==> src/rtl/call_ack_ctrl_pkg.sv <==
// call_ack_ctrl_pkg: shared lift encodings for floors, direction, lamp bits and door state
package call_ack_ctrl_pkg;
  localparam logic [1:0] F1 = 2'd0, F2 = 2'd1, F3 = 2'd2, F4 = 2'd3;
  typedef enum logic [1:0] {IDLE = 2'b00, UP = 2'b01, DOWN = 2'b10} dir_e;
  localparam logic [2:0] U1 = 3'd0, U2 = 3'd1, U3 = 3'd2, D2 = 3'd3, D3 = 3'd4, D4 = 3'd5;
  typedef enum logic {CLOSED = 1'b0, OPEN = 1'b1} door_e;
  // Lamp bit a service event at floor f would clear, given direction and calls pending there
  function automatic logic [2:0] svc_bit(logic [1:0] f, dir_e d, logic [5:0] pend);
    logic [2:0] up, dn;
    up = (f == F2) ? U2 : U3;
    dn = (f == F2) ? D2 : D3;
    if (f == F1) return U1;
    if (f == F4) return D4;
    return (d == DOWN) ? (pend[dn] ? dn : up) : (pend[up] ? up : dn);
  endfunction
endpackage

==> src/rtl/call_ack_ctrl_door_dwell_timer.sv <==
// door_dwell_timer: door-open dwell counter with reload and forced close
module door_dwell_timer
  import call_ack_ctrl_pkg::*;
#(
  parameter int DWELL = 4,
  parameter int CW = 8
) (
  input  logic clk,
  input  logic rst,
  input  logic load,
  input  logic force_close,
  output logic door_open
);
  door_e state_q, state_d;
  logic [CW-1:0] cnt_q, cnt_d;
  logic door_open_q, door_open_d;
  // Next state: open on load, reload while open, close after DWELL idle cycles or on floor change
  always_comb begin
    state_d = state_q;
    cnt_d = cnt_q;
    if (state_q == CLOSED) begin
      if (load) begin
        state_d = OPEN;
        cnt_d = CW'(DWELL);
      end
    end else if (force_close) begin
      state_d = CLOSED;
      cnt_d = '0;
    end else if (load) begin
      cnt_d = CW'(DWELL);
    end else if (cnt_q == CW'(1)) begin
      state_d = CLOSED;
      cnt_d = '0;
    end else begin
      cnt_d = cnt_q - 1'b1;
    end
    door_open_d = state_d == OPEN;
  end
  // Door state, counter and registered open flag
  always_ff @(posedge clk) begin
    if (rst) begin
      state_q <= CLOSED;
      cnt_q <= '0;
      door_open_q <= 1'b0;
    end else begin
      state_q <= state_d;
      cnt_q <= cnt_d;
      door_open_q <= door_open_d;
    end
  end
  assign door_open = door_open_q;
endmodule

==> src/rtl/call_ack_ctrl.sv <==
// call_ack_ctrl: hall-call lamps, travel direction and door dwell on the lift side
module call_ack_ctrl
  import call_ack_ctrl_pkg::*;
#(
  parameter int DWELL = 4,
  parameter int CW = 8
) (
  input  logic       clk,
  input  logic       rst,
  input  logic       u1,
  input  logic       u2,
  input  logic       u3,
  input  logic       d2,
  input  logic       d3,
  input  logic       d4,
  input  logic [1:0] floor,
  input  logic       done,
  output logic [5:0] lamp,
  output logic [1:0] dir,
  output logic       door_open
);
  logic [5:0] btn, btn_q, btn_d, edg, pend, clr, absorb_m, lamp_q, lamp_d;
  logic [1:0] prev_floor_q, prev_floor_d;
  logic [2:0] sel;
  logic absorb;
  dir_e dir_q, dir_d;
  assign btn = {d4, d3, d2, u3, u2, u1};
  // Press edges, service/absorb selection, lamp and direction next state
  always_comb begin
    edg = btn & ~btn_q;
    pend = lamp_q | edg;
    sel = svc_bit(floor, dir_q, pend);
    absorb = door_open && edg[sel];
    clr = done ? 6'b1 << sel : '0;
    absorb_m = absorb ? 6'b1 << sel : '0;
    lamp_d = pend & ~clr & ~absorb_m;
    dir_d = (done && lamp_d == '0) ? IDLE : (floor > prev_floor_q) ? UP : (floor < prev_floor_q) ? DOWN : dir_q;
    btn_d = btn;
    prev_floor_d = floor;
  end
  // Lamp, direction and edge-detect registers; prev floor tracks floor even in reset
  always_ff @(posedge clk) begin
    if (rst) begin
      lamp_q <= '0;
      dir_q <= IDLE;
      btn_q <= '0;
      prev_floor_q <= floor;
    end else begin
      lamp_q <= lamp_d;
      dir_q <= dir_d;
      btn_q <= btn_d;
      prev_floor_q <= prev_floor_d;
    end
  end
  door_dwell_timer #(.DWELL(DWELL), .CW(CW)) u_door (
    .clk(clk),
    .rst(rst),
    .load(done || absorb),
    .force_close(floor != prev_floor_q),
    .door_open(door_open)
  );
  // The lift must not move while the door is open
  always_ff @(posedge clk) begin
    if (!rst && door_open) assert (floor == prev_floor_q);
  end
  assign lamp = lamp_q;
  assign dir = dir_q;
endmodule

==> config.mk <==
export PLATFORM = sky130hd
export DESIGN_NAME = call_ack_ctrl
export DESIGN_NICKNAME = d
export VERILOG_FILES = /design/src/rtl/call_ack_ctrl_pkg.sv /design/src/rtl/call_ack_ctrl_door_dwell_timer.sv /design/src/rtl/call_ack_ctrl.sv
export SDC_FILE = /design/constraint.sdc
export NUM_CORES = 1
export LEC_CHECK = 0
export ABC_AREA = 0
export ABC_CLOCK_PERIOD_IN_PS = 3300
export CAP_MARGIN = 15
export CORE_UTILIZATION = 60
export DETAILED_ROUTE_END_ITERATION = 16
export DONT_BUFFER_PORTS = 1
export PLACE_DENSITY_LB_ADDON = 0.25
export SLEW_MARGIN = 20
export SYNTH_ARGS = -nofsm -noshare
export SYNTH_HDL_FRONTEND = slang
export SYNTH_SLANG_ARGS = --single-unit
==> constraint.sdc <==
create_clock -name clk -period 3.3 [get_ports clk]
set_input_delay 0.33 -clock clk [delete_from_list [all_inputs] [get_ports clk]]
set_output_delay 0.33 -clock clk [all_outputs]
set_load 0.05 [all_outputs]
# ---- After elaboration in Yosys (flattened, before gate mapping)
# Cells that the tools add are included.
dict set report classes {
  add_sub_neg 1
  order_cmp 5
  n_eq_ne 5
  shifts 1
  n_mux 32
  bitwise 7
  reduce_logical 9
}
# op n
set op_table {}
lappend op_table {{$mux W8} 5}
lappend op_table {{$mux W3} 8}
lappend op_table {{$and A6 B6 Y6} 3}
lappend op_table {{$not A6 Y6} 3}
lappend op_table {{$mux W1} 13}
lappend op_table {{$mux W6} 2}
lappend op_table {{$bmux W1 S3} 3}
lappend op_table {{$eq A8 B1 Y1 const B} 1}
lappend op_table {{$lt A3 B4 Y1 const B} 2}
lappend op_table {{$sub A8 B1 Y8 const B} 1}
lappend op_table {{$logic_not A6 Y1} 1}
lappend op_table {{$or A6 B6 Y6} 1}
lappend op_table {{$shl A1 B3 Y6 const A} 1}
lappend op_table {{$eq A2 B2 Y1 const B} 2}
lappend op_table {{$lt A2 B4 Y1 const B} 1}
lappend op_table {{$reduce_bool A2 Y1} 2}
lappend op_table {{$reduce_or A3 Y1} 1}
lappend op_table {{$eq A2 B1 Y1 const B} 1}
lappend op_table {{$gt A2 B2 Y1} 1}
lappend op_table {{$logic_and A1 B1 Y1} 2}
lappend op_table {{$logic_not A2 Y1} 1}
lappend op_table {{$lt A2 B2 Y1} 1}
lappend op_table {{$mux W2} 1}
lappend op_table {{$ne A2 B2 Y1} 1}
lappend op_table {{other kinds (2)} 2}
dict set report totals {
  regBits 25
  inputBits 11
  elab_cells 67
}

# ---- Logic depth before layout (Yosys ltp)
dict set report depth {
  ltp_word 18
  depth_mapped 8
}

# ---- Modules after synthesis
# A second synthesis with hierarchy kept.
dict set report unflattened {
  hier_cells 141
  area_unflattened_um2 1252.5
}
# mod n_inst cells_per_inst area_per_inst_um2
set by_module_without_submodules {}
lappend by_module_without_submodules {call_ack_ctrl 1 89 783.3}
lappend by_module_without_submodules {door_dwell_timer 1 52 469.2}

# ---- Worst setup path after synthesis
# OpenSTA, ideal clock, no wires.
dict set report synth_timing {
  path_kind {register to register}
  from {reg dir_q[1], in the netlist dir[1]}
  to {reg lamp_q[1], in the netlist lamp[1]}
  arrival_ns 2.152
  required_time_ns 3.220
  path_slack_ns 1.069
  stages_incl_launch_ff 8
  path_buffers 0
  period_less_slack_ns 2.231
  path_cell_list {dfxtp_1 > nand2b_1 > or4_1 > o311a_1 > a31o_1 > a41o_1 > and2_4 > a211oi_2}
}
dict set report synth_between {
  elab_chain_len 10
  elab_cells_between_ends 14
}
# element line
set synth_lines {}
lappend synth_lines {{from (decl)} call_ack_ctrl.sv:26} ;# dir_e dir_q, dir_d;
lappend synth_lines {{from (signal assigned)} call_ack_ctrl.sv:50} ;# dir_q <= dir_d;
lappend synth_lines {{$eq A2 B2 Y1 (*)} call_ack_ctrl_pkg.sv:14} ;# return (d == DOWN) ? (pend[dn] ? dn : up) : (pend[up] ? up : dn);
lappend synth_lines {{$mux W3 (*) (2 in series)} call_ack_ctrl_pkg.sv:14}
lappend synth_lines {{$mux W3 (*)} call_ack_ctrl_pkg.sv:13} ;# if (f == F4) return D4;
lappend synth_lines {{$bmux W1 S3} call_ack_ctrl.sv:33} ;# absorb = door_open && edg[sel];
lappend synth_lines {{$mux W1 (implied by the code)} call_ack_ctrl.sv:33}
lappend synth_lines {{$logic_and A1 B1 Y1} call_ack_ctrl.sv:33}
lappend synth_lines {{$mux W6} call_ack_ctrl.sv:35} ;# absorb_m = absorb ? 6'b1 << sel : '0;
lappend synth_lines {{$not A6 Y6} call_ack_ctrl.sv:36} ;# lamp_d = pend & ~clr & ~absorb_m;
lappend synth_lines {{$and A6 B6 Y6 (*)} call_ack_ctrl.sv:36}
lappend synth_lines {{to (signal assigned)} call_ack_ctrl.sv:49} ;# lamp_q <= lamp_d;
lappend synth_lines {{to (decl)} call_ack_ctrl.sv:22} ;# logic [5:0] btn, btn_q, btn_d, edg, pend, clr, absorb_m, lamp_q, lamp_d;
# Mark *: on every way between the ends. The rest lies on a longest branch, timed or not. The select of a mux whose other input is x is not followed.
# A chain may end at the register's enable or synchronous reset.

# ---- Worst setup path in the final report
dict set report layout_timing {
  from {reg dir_q[1], in the netlist dir[1]}
  to {reg lamp_q[3], in the netlist lamp[3]}
}
# The elaborated chain is that of the path after synthesis.

==> results.md <==
* Status: complete, no violations
* Post-layout nets at 178
* Largest net degree at the start of global routing at 19
* Worst stage delay on the critical path at around 0.70 ns
* CTS tree: built
* Buffers on Ports at 0
* Ys async rst share at 0%
* Global route total overflow at 0
* Comb pwr share at 18.3%
* Clock transition at path regs at between 0.1 and 0.15 ns
* DIE AREA at 0.00237 mm2
* Setup_tns at 0 ns
* Actual slew at the worst max-slew pin at approximately 0.79 ns
* CTS Buf Count at 3
* GRT Overall Usage at 24.1%
* First-pass GRT wire length at 4460 um
* Synth Flop Type: dfxtp_1
* Cell taking the most area after synthesis: dfxtp_1
* Filler cells at 186
* Synth top area share at 38.4%
* Power Dens Cells at 470 mW/mm2
* DRC errors left at 0
* Clock Skew at 0.0109 ns
* Critical path's slowest cell: dfxtp_1
* FF+latch count, synth at 25
* Reg2reg start: dir[1]$_SDFFE_PP0P_
* Area of the multi-input gates at roughly 760 um2
* Cell Chain, Critical Path: nand2b_1 -> or4_1 -> o311a_1 -> a31o_1 -> a41o_1 -> and2_4 -> a211oi_2
* Hold path cells at 0
* Maximum vdd drop at 0.354 mV
* R2R depth at 7
* Tmin final at between 2 and 2.5 ns
* Layout cell share with drive strength beyond 1 at 3.70%
* Syn_area_per_cell at between 8 and 9 um2
* Fin. Hold Viols at 0
* Core Footprint at 0.00200 mm2
* # setup viols final at 0
* WP depth at 7
* Pwr Total at 0.631 mW
* Final WL at approximately 2600 um
* Seq/Total Area, Yosys at about two fifths
* Distinct cell type count after synthesis at 39
* Synth-to-Final Area Change at 2.88%
* Net Sw Power at 0.214 mW
* Commonest cells after routing, fill and taps aside: 25 x dfxtp_1, 22 x nand2_1, 15 x nor2b_1, 14 x nor2_1, 13 x o21ai_0
* Post-synth EDFFs at 0
* Initial antenna violation count at 0
* Crit path max fanout at 5
* Crit end category: register
* Clock sinks at 25
* CTS H-tree depth at 1
* Starting density of the core at 65.2%
* Clk_lat worst skew at 0.32 ns
* RSZ-0062 raised after global routing: false
* Die height at 48.6 um
* N_diodes at 0
* Max-slew headroom at 47.3%
* P_int at 0.417 mW
* Worst hold start: floor[0]
* Synth warn at 0
* MaxCap Viol Count at 0
* CP Buf/Inv Count at 0
* Hold endpoint: prev_floor_q[0]$_DFF_P_
* Clk pwr share at 21.6%
* Max Slew Vio Count at 0
* ANT nets after route at 0
* Switching share of power at 33.9%
* CTS resizes at 0
* Worst R2R End: lamp[3]$_SDFF_PP0_
* Part of the cycle the worst path needs at around 75%
* Ranking of synthesized cells by area: dfxtp_1 38%, nor2b_1 7.2%, nand2_1 6.3%
* Sequential power share at 60.0%
* Seq. cell area at 500 um2
* Hold Crit Class: in2reg
* Clock Path Buffers at 2
* Crit path DAT at 2.72 ns
* CP Launch Type: register
* IO Pins at 20
* Register-to-register setup slack at roughly 0.84 ns
* Most common cell after layout, fill and taps aside: dfxtp_1
* Kind of critical path: reg2reg
* CP top delay family: simple AND/OR/NAND/NOR gates
* Die Wd at a little under 50 um
* Hold buffer count at cts at 0
* WP data required at 3.56 ns
* Wire length per cell at 13.7 um
* P_leak at 0.550 nW
* Root Driver: clkbuf_4
* Vias per cell at 6.09
* Synthesized area at roughly 0.0013 mm2
* Max frequency at 407 MHz
* Vias at roughly 1200
* DR pass1 iterations at 4
* Synthesized Nets at 177
* Final GP Congestion at 0.884
* Vias in the first global route at roughly 1000
* DP HPWL at 2020 um
* Starting DRT DRC Count at 48
* Cells after synthesis at approximately 160
* Postcts setup bufs at 0
* Row count at 16
## registers in the layout, summed over array words and instances (netlist names)
name / cells
u_door.state_q: 1
u_door.cnt_q: 8
dir: 2
lamp: 6
prev_floor_q: 2
btn_q: 6
## cell families (layout without fill, tap and decap cells)
family	after synthesis	count (layout)	share of synthesized area (%)
muxes	2	2	1.53
adders and majority gates	4	4	3.84
and+or+nand+nor	78	78	30.1
AOI/OAI and AO/OA	38	38	19.8
xor gates and xnor gates	4	4	2.69
DFF	25	25	38.4
buffers and inverters	11	11	3.74
## final cells by class
type	count	area share [%]
Tap cell	27	2.52
Sequential cell	25	37.3
Clock buffer	4	1.96
Inverter	7	1.96
Multi-Input combinational cell	126	56.3
## power groups by stage
stage	sequential, mW	clock, mW	combinational, mW
2_1_floorplan	0.379	0	0.102
3_3_place_gp	0.385	0	0.109
3_5_place_dp	0.386	0	0.114
4_1_cts	0.379	0.141	0.114
5_1_grt	0.382	0.152	0.130
6_report	0.379	0.137	0.116
## stage by stage
stage / area, um2 / util (%) / setup slack (ns) / hold slack [ns] / instances
floorplan: 1310 / - / 1.07 / 0.358 / 162
global placement: 1320 / 65.8 / 0.964 / 0.358 / 185
detailed placement: 1320 / 65.8 / 0.866 / 0.358 / 185
CTS: 1340 / 67.1 / 0.830 / 0.0169 / 189
global route: 1340 / 67.1 / 0.723 / 0.00475 / 189
finish: 1340 / 67.1 / 0.841 / 0.0179 / 189
## synthesized netlist by cell type (2+ instances only)
cell	number
dfxtp_1	25
nand2_1	22
nor2b_1	15
nor2_1	14
o21ai_0	13
inv_1	7
nor3_1	7
nand3_1	5
a21oi_1	4
ha_1	4
a31oi_1	3
and2_1	3
nand3b_1	3
o31ai_1	3
xor2_1	3
a211oi_2	2
clkbuf_1	2
mux2i_1	2
nand2b_1	2
o211ai_1	2
o21a_1	2
or3_1	2
## worst max path at each step
stage / startpoint / to / slack, ns
final: dir[1]$_SDFFE_PP0P_ / lamp[3]$_SDFF_PP0_ / 0.84
after global placement: dir[1]$_SDFFE_PP0P_ / lamp[1]$_SDFF_PP0_ / 0.96
after global routing: dir[1]$_SDFFE_PP0P_ / lamp[3]$_SDFF_PP0_ / 0.72
after detailed placement: dir[1]$_SDFFE_PP0P_ / lamp[3]$_SDFF_PP0_ / 0.87
after floorplan: dir[1]$_SDFFE_PP0P_ / lamp[1]$_SDFF_PP0_ / 1.07
after CTS: dir[1]$_SDFFE_PP0P_ / lamp[3]$_SDFF_PP0_ / 0.83
## per-layer routing
metal,share of wire [%],GRT usage (%)
met5,0,0
met4,1.5,8.82
met3,7.0,6.60
met2,43,35.4
met1,48,33.5
No activity file was read; power rests on OpenSTA's default activity.
